`config.mk`:
```
export PLATFORM = sky130hd
export DESIGN_NAME = operand_fetch
export DESIGN_NICKNAME = d
export VERILOG_FILES = /design/src/rtl/core_pkg.sv /design/src/rtl/opfetch_scoreboard.sv /design/src/rtl/operand_fetch.sv
export SDC_FILE = /design/constraint.sdc
export NUM_CORES = 1
export LEC_CHECK = 0
export BUFFER_PORTS_ARGS = -buffer_cell sky130_fd_sc_hd__buf_2
export CAP_MARGIN = 10
export CORE_MARGIN = 5
export CORE_UTILIZATION = 54
export DETAILED_ROUTE_END_ITERATION = 12
export GPL_TIMING_DRIVEN = 0
export PLACE_DENSITY = 0.86
export SYNTH_ARGS = -nofsm -noshare
export SYNTH_HDL_FRONTEND = slang
export SYNTH_SLANG_ARGS = --single-unit
```
`constraint.sdc`:
```
create_clock -name clk -period 4.3 [get_ports clk]
set_input_delay 0.215 -clock clk [delete_from_list [all_inputs] [get_ports clk]]
set_output_delay 0.215 -clock clk [all_outputs]
set_load 0.05 [all_outputs]
```
`src/rtl/core_pkg.sv`:
```
// core_pkg: shared core constants and register-index types.
// Provides default widths, reg_idx_t and the x0 index constant.
package core_pkg;

   localparam int N_BITS_DEFAULT = 32;
   localparam int N_REGS_DEFAULT = 32;
   localparam int N_IDX_DEFAULT  = $clog2(N_REGS_DEFAULT);

   typedef logic [N_IDX_DEFAULT-1:0] reg_idx_t;

   localparam reg_idx_t REG_ZERO = '0;

endpackage

```
`src/rtl/opfetch_scoreboard.sv`:
```
// opfetch_scoreboard: per-register pending bits for in-flight writes.
// Ports: set_en_i/set_idx_i (issue), wb_en_i/wb_idx_i (writeback clear),
//   fl_en_i/fl_idx_i (flush clear), pend_o (raw bits), ep_o (effective).
// Macro OPFETCH_WB_BYPASS_EN: ep_o hides the register written back now.
module opfetch_scoreboard
   import core_pkg::*;
#(
   parameter  int N_REGS = N_REGS_DEFAULT,
   localparam int N_IDX  = $clog2(N_REGS)
) (
   input  logic              clk,
   input  logic              rst_n,
   input  logic              set_en_i,
   input  logic [N_IDX-1:0]  set_idx_i,
   input  logic              wb_en_i,
   input  logic [N_IDX-1:0]  wb_idx_i,
   input  logic              fl_en_i,
   input  logic [N_IDX-1:0]  fl_idx_i,
   output logic [N_REGS-1:0] pend_o,
   output logic [N_REGS-1:0] ep_o
);

   logic [N_REGS-1:0] pend_q;
   logic [N_REGS-1:0] pend_d;
   logic [N_REGS-1:0] set_v;
   logic [N_REGS-1:0] wb_v;
   logic [N_REGS-1:0] fl_v;

   // x0 never gets a pending bit, so its decode lines are forced low.
   always_comb begin
      set_v = '0;
      wb_v  = '0;
      fl_v  = '0;
      for (int i = 1; i < N_REGS; i++) begin
         set_v[i] = set_en_i && (set_idx_i == N_IDX'(i));
         wb_v[i]  = wb_en_i  && (wb_idx_i  == N_IDX'(i));
         fl_v[i]  = fl_en_i  && (fl_idx_i  == N_IDX'(i));
      end
   end

   // A new issue overrides any clear on the same register.
   always_comb begin
      pend_d = set_v | (pend_q & ~(wb_v | fl_v));
   end

   always_ff @(posedge clk or negedge rst_n) begin
      if (!rst_n) begin
         pend_q <= '0;
      end else begin
         pend_q <= pend_d;
      end
   end

   assign pend_o = pend_q;

`ifdef OPFETCH_WB_BYPASS_EN
   assign ep_o = pend_q & ~wb_v;
`else
   assign ep_o = pend_q;
`endif

endmodule

```
`src/rtl/operand_fetch.sv`:
```
// operand_fetch: operand-fetch/issue stage between decode and execute.
// Ports: in_* (decode uop, valid/ready), rf_rd* (regfile read ports),
//   wb_* (writeback), flush, out_* (execute bundle, valid/ready).
// Macro OPFETCH_WB_BYPASS_EN: forward same-cycle wb_data into operands.
module operand_fetch
   import core_pkg::*;
#(
   parameter  int N_BITS = N_BITS_DEFAULT,
   parameter  int N_REGS = N_REGS_DEFAULT,
   localparam int N_IDX  = $clog2(N_REGS)
) (
   input  logic              clk,
   input  logic              rst_n,
   input  logic              in_valid,
   output logic              in_ready,
   input  logic [N_IDX-1:0]  in_rs1_idx,
   input  logic [N_IDX-1:0]  in_rs2_idx,
   input  logic              in_uses_rs1,
   input  logic              in_uses_rs2,
   input  logic [N_IDX-1:0]  in_rd_idx,
   input  logic              in_rd_wen,
   output logic [N_IDX-1:0]  rf_rd0_idx,
   output logic [N_IDX-1:0]  rf_rd1_idx,
   input  logic [N_BITS-1:0] rf_rd0_data,
   input  logic [N_BITS-1:0] rf_rd1_data,
   input  logic              wb_en,
   input  logic [N_IDX-1:0]  wb_idx,
   input  logic [N_BITS-1:0] wb_data,
   input  logic              flush,
   output logic              out_valid,
   input  logic              out_ready,
   output logic [N_BITS-1:0] out_rs1_data,
   output logic [N_BITS-1:0] out_rs2_data,
   output logic [N_IDX-1:0]  out_rd_idx,
   output logic              out_rd_wen
);

   localparam logic [N_IDX-1:0] ZIDX = N_IDX'(REG_ZERO);

   logic [N_REGS-1:0] pend;
   logic [N_REGS-1:0] ep;
   logic              hazard;
   logic              accept;
   logic              rd_wen_eff;
   logic              fl_clr;

   logic              valid_q, valid_d;
   logic [N_BITS-1:0] rs1_q, rs1_d;
   logic [N_BITS-1:0] rs2_q, rs2_d;
   logic [N_IDX-1:0]  rd_q, rd_d;
   logic              rdw_q, rdw_d;

   assign rf_rd0_idx = in_rs1_idx;
   assign rf_rd1_idx = in_rs2_idx;

   assign rd_wen_eff = in_rd_wen && (in_rd_idx != ZIDX);
   assign fl_clr     = flush && valid_q && rdw_q;

   opfetch_scoreboard #(
      .N_REGS (N_REGS)
   ) u_sb (
      .clk       (clk),
      .rst_n     (rst_n),
      .set_en_i  (accept && rd_wen_eff),
      .set_idx_i (in_rd_idx),
      .wb_en_i   (wb_en),
      .wb_idx_i  (wb_idx),
      .fl_en_i   (fl_clr),
      .fl_idx_i  (rd_q),
      .pend_o    (pend),
      .ep_o      (ep)
   );

   // WAW is checked on the raw rd_wen; ep[0] is always 0 anyway.
   assign hazard = (in_uses_rs1 && ep[in_rs1_idx])
                || (in_uses_rs2 && ep[in_rs2_idx])
                || (in_rd_wen   && ep[in_rd_idx]);

   assign in_ready = !hazard && !flush && (!valid_q || out_ready);
   assign accept   = in_valid && in_ready;

   // x0 reads 0 because the regfile array does not hardwire it.
   function automatic logic [N_BITS-1:0] opnd(
      input logic [N_IDX-1:0]  idx,
      input logic [N_BITS-1:0] rf
   );
      logic [N_BITS-1:0] r;
      r = rf;
      if (idx == ZIDX) begin
         r = '0;
`ifdef OPFETCH_WB_BYPASS_EN
      end else if (wb_en && (wb_idx == idx)) begin
         r = wb_data;
`endif
      end
      return r;
   endfunction

`ifndef OPFETCH_WB_BYPASS_EN
   logic unused_wb_data;
   assign unused_wb_data = ^wb_data;
`endif

   logic unused_pend;
   assign unused_pend = ^pend;

   always_comb begin
      rs1_d = rs1_q;
      rs2_d = rs2_q;
      rd_d  = rd_q;
      rdw_d = rdw_q;
      if (accept) begin
         rs1_d = in_uses_rs1 ? opnd(in_rs1_idx, rf_rd0_data) : '0;
         rs2_d = in_uses_rs2 ? opnd(in_rs2_idx, rf_rd1_data) : '0;
         rd_d  = in_rd_idx;
         rdw_d = rd_wen_eff;
      end
   end

   // Flush kills the held uop; in_ready is low then, so no accept.
   always_comb begin
      valid_d = valid_q;
      if (flush) begin
         valid_d = 1'b0;
      end else if (accept) begin
         valid_d = 1'b1;
      end else if (out_ready) begin
         valid_d = 1'b0;
      end
   end

   always_ff @(posedge clk or negedge rst_n) begin
      if (!rst_n) begin
         valid_q <= 1'b0;
         rs1_q   <= '0;
         rs2_q   <= '0;
         rd_q    <= '0;
         rdw_q   <= 1'b0;
      end else begin
         valid_q <= valid_d;
         rs1_q   <= rs1_d;
         rs2_q   <= rs2_d;
         rd_q    <= rd_d;
         rdw_q   <= rdw_d;
      end
   end

   assign out_valid    = valid_q;
   assign out_rs1_data = rs1_q;
   assign out_rs2_data = rs2_q;
   assign out_rd_idx   = rd_q;
   assign out_rd_wen   = rdw_q;

endmodule

```
==> results of run 1 <==
## metal layers
layer / up-vias / part of all wire (%) / routed length [um]
met3: 36 / 11 / 1870
li1: 2254 / - / -
met5: - / 0 / 0
met4: 0 / 2.4 / 388
met2: 278 / 48 / 7930
met1: 2376 / 38 / 6200
## report_power, final
group / internal, uW / switching [uW]
clock network: 299 / 315
registers: 1140 / 136
logic: 341 / 925
total: 1780 / 1380
## worst max-delay path, cell delays in order, from the launching register on
cell,delay [ns]
dfrtp_1,0.43
mux4_2,0.48
mux2i_1,0.21
nor2b_1,0.08
o221ai_1,0.32
and4_1,0.24
buf_2,0.26
## worst paths after layout
kind                                                 to  slack, ns  cells after the start
hold / removal                    out_valid$_DFFE_PN0P_       0.07                      2
setup reg to reg                u_sb.ep_o[30]$_DFF_PN0_       1.84                      8
min in group asynchronous  out_rs2_data[27]$_DFFE_PN0P_       0.41                      2
setup / recovery                               in_ready       1.71                      6
hold reg to reg            out_rs2_data[20]$_DFFE_PN0P_       0.52                      2
max in group asynchronous       u_sb.ep_o[11]$_DFF_PN0_       3.21                      3
## cell type report
cell class	count	area share, %
timing repair buffer	169	12.7
tap	136	2.47
sequential	102	37.1
clock buffer	12	2.25
clock inverter	4	0.654
multi-input combinational	323	37.4
buffer	42	3.74
inverter	68	3.71
## registers in the layout, summed over array words and instances, names as in the netlist
name / flops
out_rd_idx: 5
u_sb.ep_o: 31
out_valid: 1
out_rs2_data: 32
out_rs1_data: 32
out_rd_wen: 1
## cell usage after synthesis, types with 2 or more instances
library cell,instances
dfrtp_1,102
clkbuf_1,14
inv_1,68
mux2i_1,68
nor2b_1,13
nand3_1,10
buf_2,5
o221ai_1,32
a22oi_1,2
mux4_2,18
a211oi_1,2
nand2_1,79
nand4_1,2
o21ai_0,2
nor2_1,9
or3_1,8
buf_4,17
buf_6,4
nand2b_1,9
o31ai_1,33
o31a_1,2
mux2_2,12
a221oi_1,4
nand3b_1,4
buf_1,2
or2_2,4
## per-stage QoR
step / setup slack [ns] / hold WS (ns) / utilization (%) / instances / instance area [sq um]
2_1_floorplan: 2.20 / -0.0806 / - / 535 / 5640
3_3_place_gp: 1.71 / 0.436 / 64.6 / 838 / 6640
3_5_place_dp: 1.64 / 0.271 / 64.9 / 839 / 6670
4_1_cts: 1.73 / 0.0598 / 67.0 / 856 / 6880
5_1_grt: 1.61 / 0.0563 / 67.0 / 856 / 6880
6_report: 1.71 / 0.0742 / 67.0 / 856 / 6880
## what timing repair did
action                    in CTS  in global routing
hold buffers                   1                  0
hold endpoints to repair      47                  0
resized for setup              0                  0
## layout by cell type (no fill, tap or decap), types with 8 or more instances in the layout
| cell type | n |
|---|---|
| nor2_1 | 9 |
| o31ai_1 | 33 |
| dfrtp_1 | 102 |
| mux4_2 | 18 |
| o221ai_1 | 32 |
| nor2b_1 | 13 |
| clkbuf_1 | 15 |
| mux2_2 | 12 |
| buf_2 | 171 |
| or3_1 | 8 |
| nand2b_1 | 9 |
| inv_1 | 68 |
| nand2_1 | 79 |
| mux2i_1 | 68 |
| buf_4 | 18 |
| nand3_1 | 10 |
| clkbuf_8 | 11 |
## kinds of logic (layout without fill, tap and decap cells)
logic type | count (synthesis) | in the layout
DFF | 102 | 102
muxes | 98 | 98
AOI/OAI and AO/OA | 84 | 84
buffers and inverters | 110 | 295
and+or+nand+nor | 141 | 141
==> run_results.csv, run 1 <==
group,metric,value,unit
setup_path,crit_required,4.09,ns
yosys,yosys_warnings,0,
cts,cts_made_buffers,9,
cts,clockBufferDepth,2,
layout,area_delta_synth_final,22.1,%
drt,vias,4944,
sta,hold_viol,0,
yosys,netlist_area,5640,sq um
global_route,grt_overflow,0,
yosys,synth_top_family_by_area,"multiplexers",
sta,drv_slew,0,
global_route,grt_max_degree,56,
global_route,met1_usage,32.2,%
setup_path,cp_max_fo,4,
power_and_ir_drop,p_per_area,458,nW/um^2
global_route,grt_first_pass_wirelength,26800,um
yosys,synth_area_leader_cell,"dfrtp_1",
sta,max_freq,386,MHz
sta,setup_violations,0,
place,port_buffers,167,
global_route,track_usage,26.5,%
layout,antenna_cells,0,
layout,nNetsFinal,840,
floorplan,io-pin-count,207,
floorplan,chipHeight,112,um
cts,path_clk_slew,0.09,ns
yosys,synth_cells,535,
setup_path,startpoint_type,"register",
setup_path,timing.rr.start,"u_sb.ep_o[15]$_DFF_PN0_",
floorplan,die_w,112,um
yosys,yosysSeqAreaShare,45.3,%
cts,cts_tree,"yes",
cts,cts_sinks,102,
job,cap_violations,0,
drt,wl,16400,um
sta,min_period,2.59,ns
setup_path,cp.arrival,2.38,ns
yosys,synth-xor-area-share,0,%
drt,viasPerCell,5.78,
drt,post-route-drc-count,0,
yosys,syn_nets,660,
drt,drt-pass1-iter-count,7,
yosys,synth_edf_count,0,
yosys,netlist_top_cells_area,"dfrtp_1 (45%), mux2i_1 (12%), mux4_2 (7.2%)",
layout,drive_gt1_share,34.2,%
yosys,synth_flop_cell,"dfrtp_1",
setup_path,critical_path.startpoint,"u_sb.ep_o[15]$_DFF_PN0_",
worst_hold_path,hold_path_class,"primary input to register",
global_route,grt_most_used_layer,"met2",
sta,slew_headroom,58.5,%
global_route,grtUsageMet3,9.06,%
layout,fill_cells,772,
yosys,synthAdderAreaFrac,0,%
floorplan,fp.coreArea,10300,sq um
yosys,synthMuxAreaShare,21.7,%
global_route,antenna_found_initial,0,
yosys,yosys.area_share.simple,11.8,%
sta,skew,0.00547,ns
cts,clk_latency,0.35,ns
cts,h-tree-depth,3,
drt,wire_per_inst,19.1,um
cts,clockRootBuffer,"clkbuf_8",
yosys,ys_types,36,
place,dpl.hpwl,12800,um
power_and_ir_drop,leakage,0.00365,uW
yosys,yosysTopAreaCellShare,45.3,%
place,gp_congestion,1.02,
floorplan,core.rowCount,37,
yosys,synthArstFlopShare,100,%
yosys,synth-seq-cells,102,
layout,register_area,2550,sq um
yosys,synth_compound_area_share,12.2,%
floorplan,die_area,12600,sq um
yosys,syn_avg_cell_area,10.5,sq um
layout,multi_input_area,2570,sq um
sta,tns,0,ns
sta,rsz0062_at_grt,"false",
sta,worstMarginPinSlew,0.623,ns
worst_hold_path,min_from,"flush",
setup_path,cp-end-kind,"primary output",
drt,drtAntennaViolNets,0,
power_and_ir_drop,peakVddDrop,0.000383,V
status,status,"finished clean",
floorplan,start_util,54.9,%
power_and_ir_drop,p_total,3160,uW
cts,postCtsSetupRepairBufs,0,
setup_path,path_class,"register to primary output",
drt,drt_iter0_drc,327,
sta,finalCritPeriodShare,60.3,%
global_route,met2_usage,44.0,%
global_route,grt_pass1_vias,5346,
Note: power is estimated with default switching activity, not from simulation.
==> run 2, diff against run 1 <==
--- a/config.mk
+++ b/config.mk
@@ -5,13 +5,14 @@
 export SDC_FILE = /design/constraint.sdc
 export NUM_CORES = 1
 export LEC_CHECK = 0
+export ABC_AREA = 1
 export BUFFER_PORTS_ARGS = -buffer_cell sky130_fd_sc_hd__buf_2
 export CAP_MARGIN = 10
 export CORE_MARGIN = 5
-export CORE_UTILIZATION = 54
+export CORE_UTILIZATION = 52
 export DETAILED_ROUTE_END_ITERATION = 12
 export GPL_TIMING_DRIVEN = 0
-export PLACE_DENSITY = 0.86
+export PLACE_DENSITY = 0.82
 export SYNTH_ARGS = -nofsm -noshare
 export SYNTH_HDL_FRONTEND = slang
 export SYNTH_SLANG_ARGS = --single-unit
==> constraint.sdc (replaced) <==
create_clock -name clk -period 2.5 [get_ports clk]
set_input_delay 0.125 -clock clk [delete_from_list [all_inputs] [get_ports clk]]
set_output_delay 0.125 -clock clk [all_outputs]
set_load 0.05 [all_outputs]
==> run 2 against run 1 <==
  * Non-clock buffer count is 24 higher
  * Power is 79% higher
  * Synthesized area is 12% higher
  * Sequential cell count stayed put
  * Combinational power is 68% higher
  * First-iteration DRC count is 110% higher
  * Critical path depth is 6 higher
  * Global-route usage is 1.7 points higher
  * Cell count is 46% higher
  * Clock skew is 0.0046 ns higher
  * Wire length is 26% higher
  * Highest routed layer unchanged
==> run_results.csv, run 2 <==
group,metric,value,unit
layout,multi_input_area,3120,sq um
place,place_area,7370,sq um
yosys,synth_flop_cell,"dfrtp_1",
floorplan,die_w,120,um
setup_path,critical_path.startpoint,"u_sb.ep_o[1]$_DFF_PN0_",
cts,cts_tree,"yes",
sta,max_freq,424,MHz
cts,clockBufferDepth,2,
layout,fill_cells,1062,
setup_path,crit_slowest_cell,"dfrtp_1",
setup_path,crit_chain,"nand3_1 -> nand3_1 -> nand2_1 -> nand2_1 -> nor2_1 -> nand2_1 -> nand3_1 -> nand2_1 -> nor2_4 -> buf_6 -> buf_6 -> buf_6",
yosys,synth_most_common_cell,"nand2_1",
yosys,syn_avg_cell_area,6.91,sq um
worst_hold_path,min_from,"out_ready",
power_and_ir_drop,p_per_area,734,nW/um^2
global_route,grt_max_degree,71,
setup_path,cp_max_fo,10,
yosys,synthAdderAreaFrac,0,%
yosys,yosys.area_share.simple,42.3,%
layout,nNetsFinal,1222,
sta,finalCritPeriodShare,94.4,%
global_route,track_usage,28.2,%
cts,clockRootBuffer,"clkbuf_16",
yosys,synth-xor-area-share,0,%
yosys,synth_top_family_by_area,"simple AND/OR/NAND/NOR gates",
place,port_buffers,167,
sta,worstMarginPinSlew,0.670,ns
layout,drive_gt1_share,21.3,%
yosys,synth_common_cells,"nand2_1 (386), dfrtp_1 (102), nor2_1 (70), inv_1 (67)",
sta,slew_headroom,54.8,%
setup_path,timing.rr.start,"u_sb.ep_o[1]$_DFF_PN0_",
yosys,synth_area_leader_cell,"dfrtp_1",
yosys,synth_cells,915,
setup_path,cp-end-kind,"primary output",
worst_hold_path,hold_path_class,"primary input to register",
drt,wl,20600,um
yosys,netlist_area,6320,sq um
yosys,yosysTopAreaCellShare,40.4,%
layout,stdcell_area,7700,sq um
place,gp_congestion,1.04,
yosys,yosysSeqAreaShare,40.4,%
floorplan,fp.coreArea,12000,sq um
global_route,antenna_found_initial,0,
sta,rsz0062_at_grt,"false",
yosys,synth-seq-cells,102,
cts,h-tree-depth,3,
yosys,ys_types,27,
drt,wire_per_inst,16.5,um
drt,drtAntennaViolNets,0,
power_and_ir_drop,leakage,0.00420,uW
layout,mostFrequentLayoutCells,"nand2_1 (386), buf_2 (185), dfrtp_1 (102)",
global_route,grt_pass1_vias,6586,
cts,clk_latency,0.36,ns
yosys,synth_compound_area_share,6.97,%
global_route,grt_overflow,0,
yosys,syn_nets,1040,
status,status,"finished clean",
drt,viasPerCell,5.46,
drt,drt-pass1-iter-count,6,
setup_path,path_class,"register to primary output",
layout,register_area,2550,sq um
yosys,yosys_warnings,0,
cts,cts_made_buffers,9,
floorplan,io-pin-count,207,
floorplan,chipHeight,120,um
sta,setup_violations,0,
setup_path,cp.arrival,2.24,ns
layout,mostFrequentLayoutCell,"nand2_1",
setup_path,max_stage_delay,0.50,ns
floorplan,die_area,14500,sq um
yosys,synthArstFlopShare,100,%
setup_path,crit_path_frequent_cell,"nand2_1",
sta,min_period,2.36,ns
cts,path_clk_slew,0.08,ns
yosys,synthMuxAreaShare,0,%
job,cap_violations,0,
global_route,grt_first_pass_wirelength,32400,um
cts,cts_sinks,102,
yosys,synth_edf_count,0,
layout,area_delta_synth_final,21.8,%
floorplan,core.rowCount,40,
drt,drt_iter0_drc,693,
setup_path,crit_required,2.38,ns
yosys,netlist_top_cells_area,"dfrtp_1 (40%), nand2_1 (23%), nand3b_1 (7.6%)",
setup_path,startpoint_type,"register",
place,dpl.hpwl,15800,um
power_and_ir_drop,peakVddDrop,0.000503,V
layout,antenna_cells,0,
sta,hold_viol,0,
sta,drv_slew,0,
drt,post-route-drc-count,0,
floorplan,start_util,52.8,%
sta,skew,0.0101,ns
drt,vias,6818,
sta,tns,0,ns
==> run 2: logic make-up (layout without fill, tap and decap cells) <==
logic type	count (synthesis)	after routing
compound gates	66	66
simple gates	610	610
buf+inv	137	324
flops	102	102
==> run 2: final timing paths <==
check	endpoint	slack, ns	cells past startpoint
setup / recovery	in_ready	0.14	12
hold / removal	out_valid$_DFFE_PN0P_	0.03	4
setup reg to reg	out_rs1_data[2]$_DFFE_PN0P_	0.34	15
hold reg to reg	out_rs2_data[3]$_DFFE_PN0P_	0.47	2
max in group asynchronous	u_sb.ep_o[11]$_DFF_PN0_	1.54	3
min in group asynchronous	out_rs1_data[17]$_DFFE_PN0P_	0.26	2
==> run 2: where the power goes <==
| group | internal [uW] | switching, uW | leakage (uW) |
|---|---|---|---|
| clock network | 716 | 658 | 0.000134 |
| registers | 1940 | 218 | 0.00134 |
| logic | 532 | 1590 | 0.00272 |
==> run 2: area by class of cell <==
class | instances | area share (%)
multi-input cells | 676 | 40.5
flip-flops and latches | 102 | 33.1
repair buffers | 171 | 11.7
plain buffers | 64 | 4.91
inverters | 73 | 3.56
clock buffers | 10 | 3.10
well taps | 147 | 2.39
clock inverters | 6 | 0.731
==> run 2: routing by layer <==
layer	track usage [%]	up-vias	share of wire, %
met1	35.1	3135	39
met5	0	-	0
met2	47.0	332	47
met3	7.25	57	10
li1	-	3294	-
met4	11.3	0	3.3
==> run 2: timing repair <==
item                       CTS  global route
setup endpoints to repair    1             1
hold buffers                 2             0
resized for setup            1             2
buffers inserted             0             1
pin swaps                    0             1
hold endpoints to repair    33             0
==> run 2: critical path, delay by kind of cell, from the launching register on <==
kind / cells / cell delay (ns)
and+or+nand+nor: 9 / 0.88
DFF: 1 / 0.50
buffers and inverters: 3 / 0.49
==> run 2: metrics by stage <==
step                      hold WS [ns]  std cells  util, %  power [uW]  setup WS [ns]
final                           0.0274       1249     64.4        5650          0.140
after global routing            0.0524       1249     64.4        5910        0.00472
after CTS                       0.0263       1248     64.3        5640         0.0460
after detailed placement         0.104       1230     61.6        4290          0.140
after global placement           0.342       1229     61.4        4250          0.144
after floorplan                 -0.171        915        -        3640          0.738
